<file path="src/rtl/cx_dma_sched_pkg.sv">
// Shared types for the DMA scheduler: tracker entry, scheduler request and FSM states.
package cx_dma_types;

    localparam int unsigned ADDR_W     = 32;
    localparam int unsigned SCHED_ID_W = 8;

    typedef struct packed {
        logic [ADDR_W-1:0] base_address;
        logic [ADDR_W-1:0] end_address;
        logic              rw;
    } track_entry_t;

    localparam int unsigned ENTRY_W = $bits(track_entry_t);

    typedef enum logic [2:0] {
        IDLE,
        LKUP,
        LKUP_WAIT,
        BACKOFF,
        ALLOC,
        ALLOC_WAIT,
        ISSUE
    } sched_state_e;

    // Requester id is sized for the largest supported NUM_REQ; users take the low REQ_W bits.
    typedef struct packed {
        track_entry_t            entry;
        logic [SCHED_ID_W-1:0]   id;
    } sched_req_t;

endpackage

</file>
<file path="src/rtl/cx_dma_sched_if.sv">
// Requester, tracker and DMA-engine signals of the scheduler; master is the scheduler side.
interface cx_dma_sched_if
    import cx_dma_types::*;
#(
    parameter int unsigned NUM_REQ = 2,
    parameter int unsigned DEPTH   = 8
);
    localparam int unsigned IDX_W = $clog2(DEPTH);
    localparam int unsigned REQ_W = $clog2(NUM_REQ);

    logic [NUM_REQ-1:0]         req_valid;
    logic [NUM_REQ*ENTRY_W-1:0] req_entry;
    logic [NUM_REQ-1:0]         req_ready;

    logic                       lkup_req_valid;
    logic                       lkup_req_ready;
    logic [REQ_W-1:0]           lkup_req_id;
    logic [ENTRY_W-1:0]         lkup_req_data;
    logic                       lkup_resp_valid;
    logic                       lkup_resp_ready;
    logic                       lkup_resp_data;

    logic                       alloc_req_valid;
    logic                       alloc_req_ready;
    logic [REQ_W-1:0]           alloc_req_id;
    logic [ENTRY_W-1:0]         alloc_req_data;
    logic                       alloc_resp_valid;
    logic                       alloc_resp_ready;
    logic [IDX_W-1:0]           alloc_resp_data;

    logic                       remove_valid;
    logic [IDX_W-1:0]           remove_data;

    logic                       issue_valid;
    logic                       issue_ready;
    logic [ENTRY_W-1:0]         issue_entry;
    logic [IDX_W-1:0]           issue_tag;

    logic                       done_valid;
    logic [IDX_W-1:0]           done_tag;

    logic [IDX_W:0]             inflight;

    modport master (
        input  req_valid, req_entry,
        output req_ready,
        output lkup_req_valid, lkup_req_id, lkup_req_data,
        input  lkup_req_ready,
        input  lkup_resp_valid, lkup_resp_data,
        output lkup_resp_ready,
        output alloc_req_valid, alloc_req_id, alloc_req_data,
        input  alloc_req_ready,
        input  alloc_resp_valid, alloc_resp_data,
        output alloc_resp_ready,
        output remove_valid, remove_data,
        output issue_valid, issue_entry, issue_tag,
        input  issue_ready,
        input  done_valid, done_tag,
        output inflight
    );

    modport slave (
        output req_valid, req_entry,
        input  req_ready,
        input  lkup_req_valid, lkup_req_id, lkup_req_data,
        output lkup_req_ready,
        output lkup_resp_valid, lkup_resp_data,
        input  lkup_resp_ready,
        input  alloc_req_valid, alloc_req_id, alloc_req_data,
        output alloc_req_ready,
        output alloc_resp_valid, alloc_resp_data,
        input  alloc_resp_ready,
        input  remove_valid, remove_data,
        input  issue_valid, issue_entry, issue_tag,
        output issue_ready,
        output done_valid, done_tag,
        input  inflight
    );

endinterface

</file>
<file path="src/rtl/cx_dma_sched_rr_arb.sv">
// Round-robin arbiter: one-hot grant searching upward from rr_ptr; advance moves rr_ptr past the winner.
module cx_rr_arb #(
    parameter int unsigned NUM_REQ = 2
) (
    input  logic                       i_clk,
    input  logic                       i_rst_n,
    input  logic [NUM_REQ-1:0]         req,
    input  logic                       advance,
    output logic [NUM_REQ-1:0]         grant,
    output logic [$clog2(NUM_REQ)-1:0] grant_idx
);
    localparam int unsigned REQ_W = $clog2(NUM_REQ);

    logic [REQ_W-1:0] rr_ptr_q, rr_ptr_d;
    logic [REQ_W-1:0] idx;
    logic             found;

    always_comb begin
        grant     = '0;
        grant_idx = '0;
        found     = 1'b0;
        idx       = '0;
        for (int unsigned k = 0; k < NUM_REQ; k++) begin
            idx = REQ_W'((32'(rr_ptr_q) + k) % NUM_REQ);
            if (!found && req[idx]) begin
                grant[idx] = 1'b1;
                grant_idx  = idx;
                found      = 1'b1;
            end
        end
        rr_ptr_d = rr_ptr_q;
        if (advance && found) begin
            rr_ptr_d = REQ_W'((32'(grant_idx) + 1) % NUM_REQ);
        end
    end

    always_ff @(posedge i_clk) begin
        if (!i_rst_n) begin
            rr_ptr_q <= '0;
        end else begin
            rr_ptr_q <= rr_ptr_d;
        end
    end

endmodule

</file>
<file path="src/rtl/cx_dma_sched.sv">
// DMA scheduler: arbitrates requesters, checks the tracker for conflicts, allocates a slot, issues to the engine.
module cx_dma_sched
    import cx_dma_types::*;
#(
    parameter int unsigned DEPTH          = 8,
    parameter int unsigned NUM_REQ        = 2,
    parameter int unsigned BACKOFF_CYCLES = 4
) (
    input  logic          i_clk,
    input  logic          i_rst_n,
    cx_dma_sched_if.master bus
);
    localparam int unsigned IDX_W  = $clog2(DEPTH);
    localparam int unsigned REQ_W  = $clog2(NUM_REQ);
    localparam int unsigned CNT_W  = $clog2(BACKOFF_CYCLES + 1);
    localparam int unsigned INFL_W = IDX_W + 1;

    sched_state_e       state_q, state_d;
    sched_req_t         req_q, req_d;
    logic [IDX_W-1:0]   tag_q, tag_d;
    logic [CNT_W-1:0]   backoff_q, backoff_d;
    logic [INFL_W-1:0]  inflight_q, inflight_d;
    logic [DEPTH-1:0]   inflight_map_q, inflight_map_d;
    logic               remove_valid_q, remove_valid_d;
    logic [IDX_W-1:0]   remove_data_q, remove_data_d;

    logic [NUM_REQ-1:0] gnt;
    logic [REQ_W-1:0]   gnt_idx;
    logic               in_idle;
    logic               alloc_hs;
    logic               unused_id_bits;

    assign in_idle  = (state_q == IDLE) && i_rst_n;
    assign alloc_hs = (state_q == ALLOC) && bus.alloc_req_ready;

    cx_rr_arb #(
        .NUM_REQ(NUM_REQ)
    ) u_arb (
        .i_clk    (i_clk),
        .i_rst_n  (i_rst_n),
        .req      (bus.req_valid),
        .advance  (in_idle),
        .grant    (gnt),
        .grant_idx(gnt_idx)
    );

    always_comb begin
        state_d   = state_q;
        req_d     = req_q;
        tag_d     = tag_q;
        backoff_d = backoff_q;
        case (state_q)
            IDLE: begin
                if (|bus.req_valid) begin
                    req_d.entry = track_entry_t'(bus.req_entry[32'(gnt_idx)*ENTRY_W +: ENTRY_W]);
                    req_d.id    = SCHED_ID_W'(gnt_idx);
                    state_d     = LKUP;
                end
            end
            LKUP: begin
                if (bus.lkup_req_ready) state_d = LKUP_WAIT;
            end
            LKUP_WAIT: begin
                if (bus.lkup_resp_valid) begin
                    if (bus.lkup_resp_data) begin
                        state_d   = BACKOFF;
                        backoff_d = CNT_W'(BACKOFF_CYCLES);
                    end else begin
                        state_d = ALLOC;
                    end
                end
            end
            BACKOFF: begin
                // Granted request is retained; the lookup is simply retried after the wait.
                if (backoff_q != '0) backoff_d = backoff_q - CNT_W'(1);
                if (backoff_q <= CNT_W'(1)) state_d = LKUP;
            end
            ALLOC: begin
                if (bus.alloc_req_ready) state_d = ALLOC_WAIT;
            end
            ALLOC_WAIT: begin
                if (bus.alloc_resp_valid) begin
                    tag_d   = bus.alloc_resp_data;
                    state_d = ISSUE;
                end
            end
            ISSUE: begin
                if (bus.issue_ready) state_d = IDLE;
            end
            default: state_d = IDLE;
        endcase
    end

    always_comb begin
        remove_valid_d = bus.done_valid;
        remove_data_d  = bus.done_tag;

        inflight_d = inflight_q;
        if (alloc_hs && !remove_valid_q && inflight_q != INFL_W'(DEPTH)) begin
            inflight_d = inflight_q + INFL_W'(1);
        end else if (!alloc_hs && remove_valid_q && inflight_q != '0) begin
            inflight_d = inflight_q - INFL_W'(1);
        end

        inflight_map_d = inflight_map_q;
        if (remove_valid_q) inflight_map_d[remove_data_q] = 1'b0;
        if (state_q == ALLOC_WAIT && bus.alloc_resp_valid) inflight_map_d[bus.alloc_resp_data] = 1'b1;
    end

    always_ff @(posedge i_clk) begin
        if (!i_rst_n) begin
            state_q        <= IDLE;
            req_q          <= '0;
            tag_q          <= '0;
            backoff_q      <= '0;
            inflight_q     <= '0;
            inflight_map_q <= '0;
            remove_valid_q <= 1'b0;
            remove_data_q  <= '0;
        end else begin
            state_q        <= state_d;
            req_q          <= req_d;
            tag_q          <= tag_d;
            backoff_q      <= backoff_d;
            inflight_q     <= inflight_d;
            inflight_map_q <= inflight_map_d;
            remove_valid_q <= remove_valid_d;
            remove_data_q  <= remove_data_d;
        end
    end

    a_done_tracked: assert property (@(posedge i_clk) disable iff (!i_rst_n)
        bus.done_valid |-> inflight_map_q[bus.done_tag]);

    assign unused_id_bits = ^req_q.id;

    assign bus.req_ready        = gnt & {NUM_REQ{in_idle}};
    assign bus.lkup_req_valid   = (state_q == LKUP) && i_rst_n;
    assign bus.lkup_req_id      = req_q.id[REQ_W-1:0];
    assign bus.lkup_req_data    = req_q.entry;
    assign bus.lkup_resp_ready  = (state_q == LKUP_WAIT) && i_rst_n;
    assign bus.alloc_req_valid  = (state_q == ALLOC) && i_rst_n;
    assign bus.alloc_req_id     = req_q.id[REQ_W-1:0];
    assign bus.alloc_req_data   = req_q.entry;
    assign bus.alloc_resp_ready = (state_q == ALLOC_WAIT) && i_rst_n;
    assign bus.remove_valid     = remove_valid_q && i_rst_n;
    assign bus.remove_data      = remove_data_q;
    assign bus.issue_valid      = (state_q == ISSUE) && i_rst_n;
    assign bus.issue_entry      = req_q.entry;
    assign bus.issue_tag        = tag_q;
    assign bus.inflight         = inflight_q;

endmodule

</file>
<file path="src/flat_wrapper.sv">
// flat-port wrapper written by rule: the top's interface ports become plain ports
module cx_dma_sched_flat import cx_dma_types::*;
#(
    parameter int unsigned DEPTH          = 8,
    parameter int unsigned NUM_REQ        = 2,
    parameter int unsigned BACKOFF_CYCLES = 4
)
  (i_clk, i_rst_n, bus_req_valid, bus_req_entry, bus_req_ready, bus_lkup_req_valid, bus_lkup_req_id, bus_lkup_req_data, bus_lkup_req_ready, bus_lkup_resp_valid, bus_lkup_resp_data, bus_lkup_resp_ready, bus_alloc_req_valid, bus_alloc_req_id, bus_alloc_req_data, bus_alloc_req_ready, bus_alloc_resp_valid, bus_alloc_resp_data, bus_alloc_resp_ready, bus_remove_valid, bus_remove_data, bus_issue_valid, bus_issue_entry, bus_issue_tag, bus_issue_ready, bus_done_valid, bus_done_tag, bus_inflight);
  cx_dma_sched_if #(.NUM_REQ(NUM_REQ), .DEPTH(DEPTH)) bus_i ();
  input  logic i_clk;
  input  logic i_rst_n;
  input wire logic [$bits(bus_i.req_valid)-1:0] bus_req_valid;
  input wire logic [$bits(bus_i.req_entry)-1:0] bus_req_entry;
  output wire logic [$bits(bus_i.req_ready)-1:0] bus_req_ready;
  output wire logic [$bits(bus_i.lkup_req_valid)-1:0] bus_lkup_req_valid;
  output wire logic [$bits(bus_i.lkup_req_id)-1:0] bus_lkup_req_id;
  output wire logic [$bits(bus_i.lkup_req_data)-1:0] bus_lkup_req_data;
  input wire logic [$bits(bus_i.lkup_req_ready)-1:0] bus_lkup_req_ready;
  input wire logic [$bits(bus_i.lkup_resp_valid)-1:0] bus_lkup_resp_valid;
  input wire logic [$bits(bus_i.lkup_resp_data)-1:0] bus_lkup_resp_data;
  output wire logic [$bits(bus_i.lkup_resp_ready)-1:0] bus_lkup_resp_ready;
  output wire logic [$bits(bus_i.alloc_req_valid)-1:0] bus_alloc_req_valid;
  output wire logic [$bits(bus_i.alloc_req_id)-1:0] bus_alloc_req_id;
  output wire logic [$bits(bus_i.alloc_req_data)-1:0] bus_alloc_req_data;
  input wire logic [$bits(bus_i.alloc_req_ready)-1:0] bus_alloc_req_ready;
  input wire logic [$bits(bus_i.alloc_resp_valid)-1:0] bus_alloc_resp_valid;
  input wire logic [$bits(bus_i.alloc_resp_data)-1:0] bus_alloc_resp_data;
  output wire logic [$bits(bus_i.alloc_resp_ready)-1:0] bus_alloc_resp_ready;
  output wire logic [$bits(bus_i.remove_valid)-1:0] bus_remove_valid;
  output wire logic [$bits(bus_i.remove_data)-1:0] bus_remove_data;
  output wire logic [$bits(bus_i.issue_valid)-1:0] bus_issue_valid;
  output wire logic [$bits(bus_i.issue_entry)-1:0] bus_issue_entry;
  output wire logic [$bits(bus_i.issue_tag)-1:0] bus_issue_tag;
  input wire logic [$bits(bus_i.issue_ready)-1:0] bus_issue_ready;
  input wire logic [$bits(bus_i.done_valid)-1:0] bus_done_valid;
  input wire logic [$bits(bus_i.done_tag)-1:0] bus_done_tag;
  output wire logic [$bits(bus_i.inflight)-1:0] bus_inflight;
  assign bus_i.req_valid = bus_req_valid;
  assign bus_i.req_entry = bus_req_entry;
  assign bus_req_ready = bus_i.req_ready;
  assign bus_lkup_req_valid = bus_i.lkup_req_valid;
  assign bus_lkup_req_id = bus_i.lkup_req_id;
  assign bus_lkup_req_data = bus_i.lkup_req_data;
  assign bus_i.lkup_req_ready = bus_lkup_req_ready;
  assign bus_i.lkup_resp_valid = bus_lkup_resp_valid;
  assign bus_i.lkup_resp_data = bus_lkup_resp_data;
  assign bus_lkup_resp_ready = bus_i.lkup_resp_ready;
  assign bus_alloc_req_valid = bus_i.alloc_req_valid;
  assign bus_alloc_req_id = bus_i.alloc_req_id;
  assign bus_alloc_req_data = bus_i.alloc_req_data;
  assign bus_i.alloc_req_ready = bus_alloc_req_ready;
  assign bus_i.alloc_resp_valid = bus_alloc_resp_valid;
  assign bus_i.alloc_resp_data = bus_alloc_resp_data;
  assign bus_alloc_resp_ready = bus_i.alloc_resp_ready;
  assign bus_remove_valid = bus_i.remove_valid;
  assign bus_remove_data = bus_i.remove_data;
  assign bus_issue_valid = bus_i.issue_valid;
  assign bus_issue_entry = bus_i.issue_entry;
  assign bus_issue_tag = bus_i.issue_tag;
  assign bus_i.issue_ready = bus_issue_ready;
  assign bus_i.done_valid = bus_done_valid;
  assign bus_i.done_tag = bus_done_tag;
  assign bus_inflight = bus_i.inflight;
  cx_dma_sched #(.DEPTH(DEPTH), .NUM_REQ(NUM_REQ), .BACKOFF_CYCLES(BACKOFF_CYCLES)) u_core (.i_clk(i_clk), .i_rst_n(i_rst_n), .bus(bus_i));
endmodule
</file>
<file path="config.mk">
export PLATFORM = sky130hd
export DESIGN_NAME = cx_dma_sched_flat
export DESIGN_NICKNAME = d
export VERILOG_FILES = /design/src/rtl/cx_dma_sched_pkg.sv /design/src/rtl/cx_dma_sched_if.sv /design/src/rtl/cx_dma_sched_rr_arb.sv /design/src/rtl/cx_dma_sched.sv /design/src/flat_wrapper.sv
export SDC_FILE = /design/constraint.sdc
export NUM_CORES = 1
export LEC_CHECK = 0
export CAP_MARGIN = 40
export CORE_AREA = 3 3 140 142
export DETAILED_ROUTE_END_ITERATION = 16
export DIE_AREA = 0 0 143 145
export PLACE_DENSITY = 0.67
export REMOVE_ABC_BUFFERS = 1
export SLEW_MARGIN = 20
export SYNTH_ARGS = -nofsm -noshare
export SYNTH_HDL_FRONTEND = slang
export SYNTH_SLANG_ARGS = --single-unit
</file>
<file path="constraint.sdc">
create_clock -name i_clk -period 2.6 [get_ports i_clk]
set_clock_uncertainty 0.1 [all_clocks]
set_input_delay 0.65 -clock i_clk [delete_from_list [all_inputs] [get_ports i_clk]]
set_output_delay 0.65 -clock i_clk [all_outputs]
set_load 0.05 [all_outputs]
</file>
==> flow_metrics.py <==
metrics = {
    "status": {
        "outcome": "finished, final reports clean",
    },
    "cts": {
        "cts_buffer_depth": 2,
        "cts.sinks": 84,
        "clk_latency_ns": 0.34,
        "path_clk_slew_ns": 0.06,
        "cts_inserted_buffers": 9,
        "cts_tree": "built",
        "cts_root_buf": "clkbuf_16",
        "h-tree-depth": 3,
    },
    "die": {
        "start_util_pct": 26.6,
        "die_h_um": 145,
        "die_w_um": 143,
        "core_um2": 18600,
        "pin_count": 362,
        "rows": 50,
        "die_area_um2": 20700,
    },
    "yosys": {
        "synth.area.mux_share_pct": 15.1,
        "netlist_instances": 553,
        "synth-compound-area-share_pct": 14.1,
        "synth_edf_count": 0,
        "synth_area_um2": 4930,
        "synth-xor-area-share_pct": 0.355,
        "synth_fa_ha_area_share_pct": 1.67,
        "synth_cell_type_count": 42,
        "yosys.area_share.simple_pct": 10.6,
        "synthArstFlopShare_pct": 0,
        "synth_area_per_cell_um2": 8.92,
        "synth_top_family_by_area": "buffers and inverters",
        "synth-main-ff-cell": "dfxtp_1",
        "synth-seq-cells": 84,
        "ys_seq_area_share_pct": 34.1,
        "ys_warn_count": 0,
    },
    "place": {
        "place_congestion": 0.815,
        "place_hpwl_um": 12400,
        "numPortBuffers": 361,
        "dpl_cell_area_um2": 7980,
    },
    "power": {
        "powerDensity_nw_per_um2": 928,
        "p_clk_share_pct": 17.6,
        "p_comb_share_pct": 59.1,
        "power_switching_share_pct": 49.1,
        "p_leak_nw": 3.35,
        "seqPwrFrac_pct": 23.3,
        "power_switching_mw": 3.79,
        "ir_worst_vdd_v": 0.000541,
        "intPower_mw": 3.93,
    },
    "route": {
        "drtIter0Drc": 121,
        "wl_um": 16100,
        "drtAntennaViolNets": 0,
        "wl_met1_um": 6660,
        "wl_met3_um": 1010,
        "via_per_inst": 4.43,
        "wl_met2_um": 8220,
        "wl_per_cell_um": 15.8,
        "via_count": 4516,
        "first_pass_iters": 4,
        "post-route-drc-count": 0,
        "top_layer": "met4",
    },
    "finish": {
        "mostFrequentLayoutCells": "clkdlybuf4s50_1 (351), dfxtp_1 (84), nor2_1 (81)",
        "drive_gt1_share_pct": 7.52,
        "antennaDiodeCount": 0,
        "final_common_cell": "clkdlybuf4s50_1",
        "fin_util_pct": 44.8,
        "nNetsFinal": 934,
        "syn2layout_area_growth_pct": 68.7,
        "postLayoutCellArea_um2": 8320,
        "nFillCells": 1805,
    },
    "worst_setup_path": {
        "start_kind": "primary input",
        "crit_path_end_kind": "output port",
        "crit_fanout": 4,
        "worstPathArrival_ns": 1.76,
        "required_ns": 1.85,
        "worstSetupPathType": "in -> out",
        "ff2ff_setup_slack_ns": 0.20,
    },
    "timing": {
        "hold_violations": 0,
        "relSlewSlack_pct": 60.1,
        "min_period_ns": 2.51,
        "setup_viol": 0,
        "finalMaxSlewViolations": 0,
        "fin_tns_setup_ns": 0,
        "fmax_mhz": 398,
        "tightest_slew_ns": 0.599,
        "finalCritPeriodShare_pct": 96.6,
        "rsz0062_at_grt": "false",
    },
    "global_routing": {
        "grt_pass1_wl_um": 25000,
        "track_usage_pct": 15.0,
        "grt_pass1_vias": 4664,
        "antenna_found_initial": 0,
        "globalRouteOverflowTotal": 0,
        "grt_max_degree": 68,
    },
    "hold_path": {
        "hp-class": "reg -> reg",
    },
    "job": {
        "drv_cap": 0,
    },
}
==> worst paths after layout <==
path,cells after the start,from,endpoint
worst max-delay path,5,bus_req_valid[0],bus_req_ready[0]
worst min-delay path,2,u_core.bus.alloc_req_id$_SDFFE_PN0P_,u_core.bus.alloc_req_id$_SDFFE_PN0P_
worst max register to register,9,u_core.bus.inflight[1]$_SDFFE_PN0P_,u_core.bus.inflight[2]$_SDFFE_PN0P_
worst min register to register,2,u_core.bus.alloc_req_id$_SDFFE_PN0P_,u_core.bus.alloc_req_id$_SDFFE_PN0P_
==> final cells by class <==
class	count	area (µm²)	share of cell area [%]
Sequential cell	84	1680	20.2
Clock inverter	4	75.1	0.902
Multi-Input combinational cell	295	2110	25.4
Tap cell	234	293	3.52
Inverter	7	26.3	0.316
Timing Repair Buffer	384	3900	46.9
Clock buffer	11	233	2.80
==> layer usage <==
metal / vias to the layer above / GRT usage [%]
met3: 12 / 3.46
met2: 180 / 26.3
met4: 0 / 4.09
met1: 2074 / 18.1
met5: - / 0
li1: 2250 / -
==> synth_stat cells (3+ instances only) <==
cell / count / area, µm²
nor2_1: 81 / 304
a21oi_1: 8 / 40.0
nor3_1: 5 / 25.0
inv_1: 7 / 26.3
or3_1: 3 / 18.8
nand3_1: 3 / 15.0
buf_2: 17 / 85.1
dfxtp_1: 84 / 1680
ha_1: 5 / 62.6
buf_4: 136 / 1020
nand2_1: 7 / 26.3
a211oi_1: 66 / 495
o21a_1: 3 / 22.5
o21ai_0: 6 / 30.0
and2_1: 6 / 37.5
clkbuf_1: 14 / 52.6
mux2i_1: 70 / 701
==> per-stage QoR <==
step | std cells | total power, mW | hold slack [ns] | setup slack [ns]
6_report | 1019 | 7.72 | 0.394 | 0.0889
5_1_grt | 1019 | 8.04 | 0.414 | 0.0171
4_1_cts | 1019 | 7.81 | 0.390 | 0.0599
3_5_place_dp | 1003 | 6.40 | 0.382 | -0.665
3_3_place_gp | 1003 | 6.37 | 0.357 | -0.605
2_1_floorplan | 386 | 4.69 | 0.349 | -4.55
==> kinds of logic (layout without fill, tap and decap cells) <==
group,Yosys count,in the layout
buf+inv,174,406
compound gates,95,95
flops,84,84
fa+ha+maj,6,6
mux,73,73
xor+xnor,2,2
simple gates,119,119
==> power by group through the flow <==
stage | clock (mW) | combinational, mW | sequential, mW
5_1_grt | 1.45 | 4.76 | 1.84
3_3_place_gp | 0 | 4.55 | 1.83
4_1_cts | 1.42 | 4.59 | 1.81
6_report | 1.36 | 4.56 | 1.80
2_1_floorplan | 0 | 0.712 | 3.98
3_5_place_dp | 0 | 4.57 | 1.83
==> timing repair <==
item,4_1_cts,5_1_grt
pin swaps,3,4
endpoints found under the setup margin,3,1
setup buffers,1,0
hold buffers,0,0
resized for setup,7,5
==> critical path: stages <==
cell and delay (ns):
clkdlybuf4s50_1 0.47, inv_1 0.06, o21ai_4 0.16, and4_1 0.27, buf_12 0.15
==> state kept, by name, indices dropped and copies added, names as in the netlist <==
signal and cells:
u_core.u_arb.rr_ptr_q 1, u_core.bus.alloc_req_id 1, u_core.state_q 3, u_core.bus.issue_tag 3, u_core.bus.alloc_req_data 65, u_core.backoff_q 3
u_core.bus.remove_data 3, u_core.bus.inflight 4, u_core.remove_valid_q 1
No activity file was read; power rests on OpenSTA's default activity.
